`src/rtl/rx_cmd_parser.sv`:
```
// ---------------------------------------------------------------------------
// rx_cmd_parser
//
// Byte-level command framer fed by the RS232 receiver. Each received byte is
// qualified by a one-cycle strobe. Bytes are assembled into fixed 5-byte
// frames:
//
//     SOF, CMD, ARG_HI, ARG_LO, CHK     where CHK = CMD ^ ARG_HI ^ ARG_LO
//
// A frame whose checksum matches updates the command/argument outputs and
// pulses cmd_valid_o. A frame with a bad checksum, or one that stalls for
// too long between bytes, is dropped. A dropped frame pulses err_o and
// latches a cause code.
//
// Parameters
//   SOF          start-of-frame byte value
//   TIMEOUT_CYC  maximum clk_i cycles allowed between consecutive bytes of
//                one frame (must be >= 2)
//
// Ports
//   clk_i        in   1   system clock
//   rst_i        in   1   asynchronous, active-high reset
//   rx_data_i    in   8   received byte, valid only while rx_valid_i = 1
//   rx_valid_i   in   1   one-cycle strobe per received byte
//   cmd_o        out  8   last validated command byte (held)
//   arg_o        out  16  last validated argument {ARG_HI, ARG_LO} (held)
//   cmd_valid_o  out  1   one-cycle pulse when cmd_o/arg_o update
//   err_o        out  1   one-cycle pulse when a frame is rejected
//   err_code_o   out  2   cause of last rejection: 01 checksum, 10 timeout
//   busy_o       out  1   high while a frame is in progress
// ---------------------------------------------------------------------------
module rx_cmd_parser #(
    parameter logic [7:0] SOF         = 8'h55,
    parameter int         TIMEOUT_CYC = 10000
) (
    input  logic        clk_i,
    input  logic        rst_i,
    input  logic [7:0]  rx_data_i,
    input  logic        rx_valid_i,
    output logic [7:0]  cmd_o,
    output logic [15:0] arg_o,
    output logic        cmd_valid_o,
    output logic        err_o,
    output logic [1:0]  err_code_o,
    output logic        busy_o
);

    localparam int CNT_W = (TIMEOUT_CYC > 2) ? $clog2(TIMEOUT_CYC) : 1;

    // Counter value at which the next idle cycle ends the frame.
    localparam logic [CNT_W-1:0] CNT_LAST = CNT_W'(TIMEOUT_CYC - 1);

    localparam logic [1:0] ERR_CHECKSUM = 2'b01;
    localparam logic [1:0] ERR_TIMEOUT  = 2'b10;

    typedef enum logic [2:0] {
        IDLE,
        GET_CMD,
        GET_AH,
        GET_AL,
        GET_CHK
    } state_t;

    state_t           state_q, state_d;

    logic [7:0]       cmd_q, cmd_d;
    logic [7:0]       ah_q, ah_d;
    logic [7:0]       al_q, al_d;
    logic [7:0]       chk_q, chk_d;
    logic [CNT_W-1:0] cnt_q, cnt_d;

    logic [7:0]       cmd_out_d;
    logic [15:0]      arg_out_d;
    logic             cmd_valid_d;
    logic             err_d;
    logic [1:0]       err_code_d;
    logic             busy_d;

    logic             expired;

    // The inter-byte timer runs out only on a cycle with no byte. A byte
    // arriving on the expiry cycle is accepted normally.
    assign expired = (state_q != IDLE) && !rx_valid_i && (cnt_q == CNT_LAST);

    // State register and all registered outputs. Every output is taken
    // straight from a flop, so downstream logic sees glitch-free signals.
    always_ff @(posedge clk_i or posedge rst_i) begin
        if (rst_i) begin
            state_q     <= IDLE;
            cmd_q       <= '0;
            ah_q        <= '0;
            al_q        <= '0;
            chk_q       <= '0;
            cnt_q       <= '0;
            cmd_o       <= '0;
            arg_o       <= '0;
            cmd_valid_o <= 1'b0;
            err_o       <= 1'b0;
            err_code_o  <= '0;
            busy_o      <= 1'b0;
        end else begin
            state_q     <= state_d;
            cmd_q       <= cmd_d;
            ah_q        <= ah_d;
            al_q        <= al_d;
            chk_q       <= chk_d;
            cnt_q       <= cnt_d;
            cmd_o       <= cmd_out_d;
            arg_o       <= arg_out_d;
            cmd_valid_o <= cmd_valid_d;
            err_o       <= err_d;
            err_code_o  <= err_code_d;
            busy_o      <= busy_d;
        end
    end

    // Next-state and datapath logic. The checksum is accumulated as the
    // bytes arrive, so the CHK byte needs only a single compare.
    always_comb begin
        state_d     = state_q;
        cmd_d       = cmd_q;
        ah_d        = ah_q;
        al_d        = al_q;
        chk_d       = chk_q;
        cnt_d       = cnt_q;
        cmd_out_d   = cmd_o;
        arg_out_d   = arg_o;
        cmd_valid_d = 1'b0;
        err_d       = 1'b0;
        err_code_d  = err_code_o;

        case (state_q)
            IDLE: begin
                // Line noise between frames is silently discarded.
                if (rx_valid_i && (rx_data_i == SOF)) begin
                    state_d = GET_CMD;
                end
            end

            GET_CMD: begin
                if (rx_valid_i) begin
                    cmd_d   = rx_data_i;
                    chk_d   = rx_data_i;
                    state_d = GET_AH;
                end
            end

            GET_AH: begin
                if (rx_valid_i) begin
                    ah_d    = rx_data_i;
                    chk_d   = chk_q ^ rx_data_i;
                    state_d = GET_AL;
                end
            end

            GET_AL: begin
                if (rx_valid_i) begin
                    al_d    = rx_data_i;
                    chk_d   = chk_q ^ rx_data_i;
                    state_d = GET_CHK;
                end
            end

            GET_CHK: begin
                if (rx_valid_i) begin
                    state_d = IDLE;
                    if (rx_data_i == chk_q) begin
                        cmd_out_d   = cmd_q;
                        arg_out_d   = {ah_q, al_q};
                        cmd_valid_d = 1'b1;
                    end else begin
                        err_d      = 1'b1;
                        err_code_d = ERR_CHECKSUM;
                    end
                end
            end

            default: begin
                state_d = IDLE;
            end
        endcase

        // Inter-byte timer. It holds at zero while idle and restarts on
        // every accepted byte. A frame that stalls is abandoned. A new
        // frame can then only start with a fresh SOF.
        if (state_q == IDLE) begin
            cnt_d = '0;
        end else if (rx_valid_i) begin
            cnt_d = '0;
        end else if (expired) begin
            cnt_d      = '0;
            state_d    = IDLE;
            err_d      = 1'b1;
            err_code_d = ERR_TIMEOUT;
        end else begin
            cnt_d = cnt_q + CNT_W'(1);
        end

        // busy_o is registered from the next state. Because of this, it
        // drops in the same cycle that cmd_valid_o or err_o pulses.
        busy_d = (state_d != IDLE);
    end

endmodule
```
`config.mk`:
```
export PLATFORM = sky130hd
export DESIGN_NAME = rx_cmd_parser
export DESIGN_NICKNAME = d
export VERILOG_FILES = /design/src/rtl/rx_cmd_parser.sv
export SDC_FILE = /design/constraint.sdc
export NUM_CORES = 1
export LEC_CHECK = 0
export BUFFER_PORTS_ARGS = -buffer_cell sky130_fd_sc_hd__buf_2
export CAP_MARGIN = 20
export CORE_ASPECT_RATIO = 1.4
export CORE_UTILIZATION = 26
export DETAILED_ROUTE_END_ITERATION = 10
export PLACE_DENSITY = 0.5
export SYNTH_ARGS = -nofsm -noshare
export SYNTH_HDL_FRONTEND = slang
export SYNTH_SLANG_ARGS = --single-unit
```
`constraint.sdc`:
```
create_clock -name clk_i -period 7.4 [get_ports clk_i]
set_input_delay 1.11 -clock clk_i [delete_from_list [all_inputs] [get_ports clk_i]]
set_output_delay 1.11 -clock clk_i [all_outputs]
set_load 0.02 [all_outputs]
```
Word level (Yosys, flattened, before mapping):

Index checks and enable logic that the tools add are counted.

* $add $sub $neg: 1
* eq/ne operators: 9
* muxes and demuxes: 30
* bitwise operators: 1
* reductions and logical operators: 14

Operators by type and width (number)
* 2-to-1 mux 14 bit: 3
* 2-to-1 mux 3 bit: 8
* 2-to-1 mux 8 bit: 2
* case mux 8 bit (2 select lines): 1
* case mux 3 bit (5 select lines): 1
* adder 14 x 1 -> 14 bit (second input constant): 1
* equality test 14 bit (second input constant): 1
* 2-to-1 mux 2 bit: 6
* 2-to-1 mux 1 bit: 9
* equality test 8 x 7 -> 1 bit (second input constant): 1
* equality test 8 bit: 1
* bitwise XOR 8 bit: 1
* equality test 3 x 2 -> 1 bit (second input constant): 2
* AND reduction 2 bit: 3
* AND reduction 3 bit: 2
* nonzero test 3 bit: 2
* equality test 3 x 1 -> 1 bit (second input constant): 1
* equality test 3 bit (second input constant): 1
* logical AND 1 bit: 3
* logical NOT 3 bit: 1
* != test 2 x 1 -> 1 bit (second input constant): 1
* != test 2 bit (second input constant): 1
* nonzero test 2 bit: 1
* OR reduction 2 bit: 1
* logical NOT 1 bit: 1

* register bits: 78
* input port bits: 11
* output and inout port bits: 29
* word-level logic and storage cells: 67

Logic depth before layout (Yosys ltp):

* word-level depth: 8
* mapped depth: 7

Least setup slack after synthesis:

OpenSTA, ideal clock, no wires.

* path kind: input port to flip-flop
* start point: in rx_data_i[3]
* end point: reg arg_o[0]
* library setup time: 0.125 ns
* arrival time: 2.318 ns
* slack: 4.958 ns
* stages on the path: 5
* buffers on the path: 1
* path through: xor2_1 > nor4_1 > nand3b_1 > buf_2 > mux2_2

* cells in the longest elaborated chain, start to end: 2

RTL lines
* from (decl): line 38 `input logic [7:0] rx_data_i,`
* equality test 8 bit: line 167 `if (rx_data_i == chk_q) begin`
* AND reduction 3 bit (no line)
* to (signal assigned): line 109 `arg_o <= arg_out_d;`
* to (decl): line 41 `output logic [15:0] arg_o,`

Every way passes these cells.
A chain may end at the register's enable or synchronous reset.

Worst setup path in the final report:

* start point: in rx_data_i[3]
* end point: reg cmd_o[7]

* cells in the longest elaborated chain, start to end: 2

RTL lines
* equality test 8 bit: line 167
* AND reduction 3 bit (no line)
* to (signal assigned): line 108 `cmd_o <= cmd_out_d;`
* to (decl): line 40 `output logic [7:0] cmd_o,`

Every way passes these cells.

==> reports/qor.yml <==
sta:
  finalHoldViolCount: 0
  fin_crit_sh_pct: 35.2
  max_freq_mhz: 384
  postLayoutSetupSlackWorst_ps: 4800
  fin_skew_ps: 7.87
  period_needed_ps: 2600
  tns_ps: 0
  maxSlewViolCount: 0
  slew_headroom_pct: 35.8
  rsz0062_at_grt: "no"
  worst_pin_slew_ps: 964
  setup_viol: 0
worst_setup_path:
  cp-end-kind: "register"
  crit_chain: "buf_2 -> xor2_1 -> nor4_1 -> nand3b_1 -> buf_4 -> mux2_2"
  cpPeakStageDelay_ps: 390
  crit_required_ps: 7610
  critPathSlowestCell: "nor4_1"
  cp_data_arrival_time_ps: 2820
  crit_type: "in2reg"
  start_kind: "input port"
  cp_max_fo: 19
route:
  antenna_left: 0
  firstDrtPassIters: 4
  postRouteWirelength_um: 6700
  vias_per_cell: 4.43
  route.vias.total: 2099
  routedWlPerCell_um: 14.1
  drtIter0Drc: 63
  post-route-drc-count: 0
global_route:
  grt_pass1_wl_um: 11200
  grtUsageMet1_pct: 12.6
  grt_overflow: 0
  busiest_layer: "met2"
  grt_max_degree: 77
  use_met2_pct: 19.4
  antenna_found_initial: 1
  grt.total_usage_pct: 11.1
  use_met3_pct: 3.51
  grt_pass1_vias: 2176
placed_design:
  placed_area_mm2: 0.00365
  io_buffer_count: 39
  pre_cts_slack_ps: 4440
  dpl.hpwl_um: 4740
  gp_congestion: 0.713
cts:
  post_cts_resized: 0
  cts_sinks: 78
  cts_tree: "done"
  clkTransAtPathRegs_ps: 60
  numCtsBuffers: 9
  clk_latency_ps: 330
  h-tree-depth: 3
  cts_buffer_depth: 2
  root_buffer: "clkbuf_16"
  cts_setup_buffers: 0
  holdBufCountCts: 0
cells_and_area:
  final_cell_area_mm2: 0.00404
  drive_above_1_share_pct: 31.8
  antenna_cells: 0
  final_common_cell: "dfrtp_1"
  nets: 331
  mostFrequentLayoutCells: "dfrtp_1, nand2_1, mux2_2, buf_2, nor2_1"
  syn2layout_area_growth_pct: 22.6
pwr:
  vdd_drop_max_uv: 138
  p_leak_uw: 0.00197
  total_power_uw: 1420
  p_per_area_mw_per_mm2: 351
synth:
  syn_nets: 286
  syn_avg_cell_area_um2: 12.0
  syn_area_mm2: 0.00329
  yosysWarningCount: 0
  synth_seq_area_share_pct: 59.3
  synth_cells: 274
  yosysUniqueCellTypes: 29
  ys_ff_latch: 78
floorplan:
  fp.dieW_um: 97.1
  fp.dieH_um: 135
  start_util_pct: 26.7
  io_pins: 40
  rows: 48
  core-area_mm2: 0.0123
  dieArea_mm2: 0.0131
outcome:
  status: "completed"
min_path:
  min_path_type: "reg2reg"
flow_run:
  cap_violations: 0
## stage by stage
step	cells	utilization [%]	hold slack, ps
6_report	474	32.8	468
5_1_grt	474	32.8	504
4_1_cts	473	32.7	475
3_5_place_dp	457	29.6	460
3_3_place_gp	456	29.6	458
2_1_floorplan	274	-	442
## final timing paths
check                      cells past startpoint          from  slack [ps]       end
hold reg to reg                                2      cmd_q[4]         470  cmd_q[4]
min in group asynchronous                      2         rst_i         610  cnt_q[1]
setup reg to reg                               5      chk_q[3]        5320  cmd_o[7]
max in group asynchronous                      3         rst_i        5680  chk_q[1]
hold / removal                                 2      cmd_q[4]         470  cmd_q[4]
setup / recovery                               6  rx_data_i[3]        4800  cmd_o[7]
## layer usage
layer	wire [um]	part of all wire, %	vias to the layer above
met5	0	0	-
li1	-	-	1012
met4	91	1.4	0
met1	2810	42	1032
met2	3490	52	43
met3	313	4.7	12
## sequential cells by signal, indices dropped and copies added (netlist names)
name and count:
cmd_valid_o 1, busy_o 1, cmd_q 8, arg_o 16
cnt_q 14, state_q 3, chk_q 8, err_code_o 2
ah_q 8, cmd_o 8, al_q 8, err_o 1
## cell type report
| class | instances | area, um^2 |
|---|---|---|
| Inverter | 8 | 31.3 |
| Fill cell | 1233 | 8270 |
| Clock buffer | 11 | 253 |
| Tap cell | 150 | 188 |
| Clock inverter | 5 | 129 |
| Multi-Input combinational cell | 179 | 1260 |
| Sequential cell | 78 | 1950 |
| Timing Repair Buffer | 43 | 225 |
## cell usage after synthesis, drive strengths merged
| library cell | count | area [um^2] |
|---|---|---|
| dfrtp | 78 | 1950 |
| nand2 | 46 | 173 |
| mux2 | 40 | 450 |
| nor2 | 20 | 82.6 |
| xor2 | 18 | 158 |
| xnor2 | 11 | 96.3 |
| inv | 8 | 30.0 |
| nor3 | 7 | 35.0 |
| buf | 5 | 35.0 |
| nand4 | 5 | 31.3 |
| nor4 | 5 | 31.3 |
| a21o | 4 | 30.0 |
| clkbuf | 4 | 15.0 |
| nand3 | 4 | 20.0 |
| a21oi | 2 | 10.0 |
| nand3b | 2 | 15.0 |
| nor2b | 2 | 12.5 |
| nor4bb | 2 | 20.0 |
| o21ai | 2 | 10.0 |
| or4b | 2 | 20.0 |
| a41oi | 1 | 8.76 |
| and3 | 1 | 6.26 |
| ha | 1 | 12.5 |
| nand2b | 1 | 13.8 |
| nor3b | 1 | 7.51 |
| or3 | 1 | 6.26 |
| or4 | 1 | 11.3 |
## cells by family after synthesis
group | Yosys count | synth area share [%]
AOI/OAI and AO/OA | 9 | 1.79
xor gates and xnor gates | 29 | 7.71
adders and majority gates | 1 | 0.380
buffers and inverters | 17 | 2.43
DFF | 78 | 59.3
muxes | 40 | 13.7
and+or+nand+nor | 100 | 14.7
## critical path: cells and delay by family
| family | cells | cell delay (ps) |
|---|---|---|
| xor gates and xnor gates | 1 | 150 |
| muxes | 1 | 290 |
| buffers and inverters | 2 | 490 |
| and+or+nand+nor | 2 | 760 |
## power by group
group / internal [uW] / switching [uW]
registers: 534 / 69.5
logic: 122 / 144
clock network: 382 / 167
No activity file was read; power rests on OpenSTA's default activity.
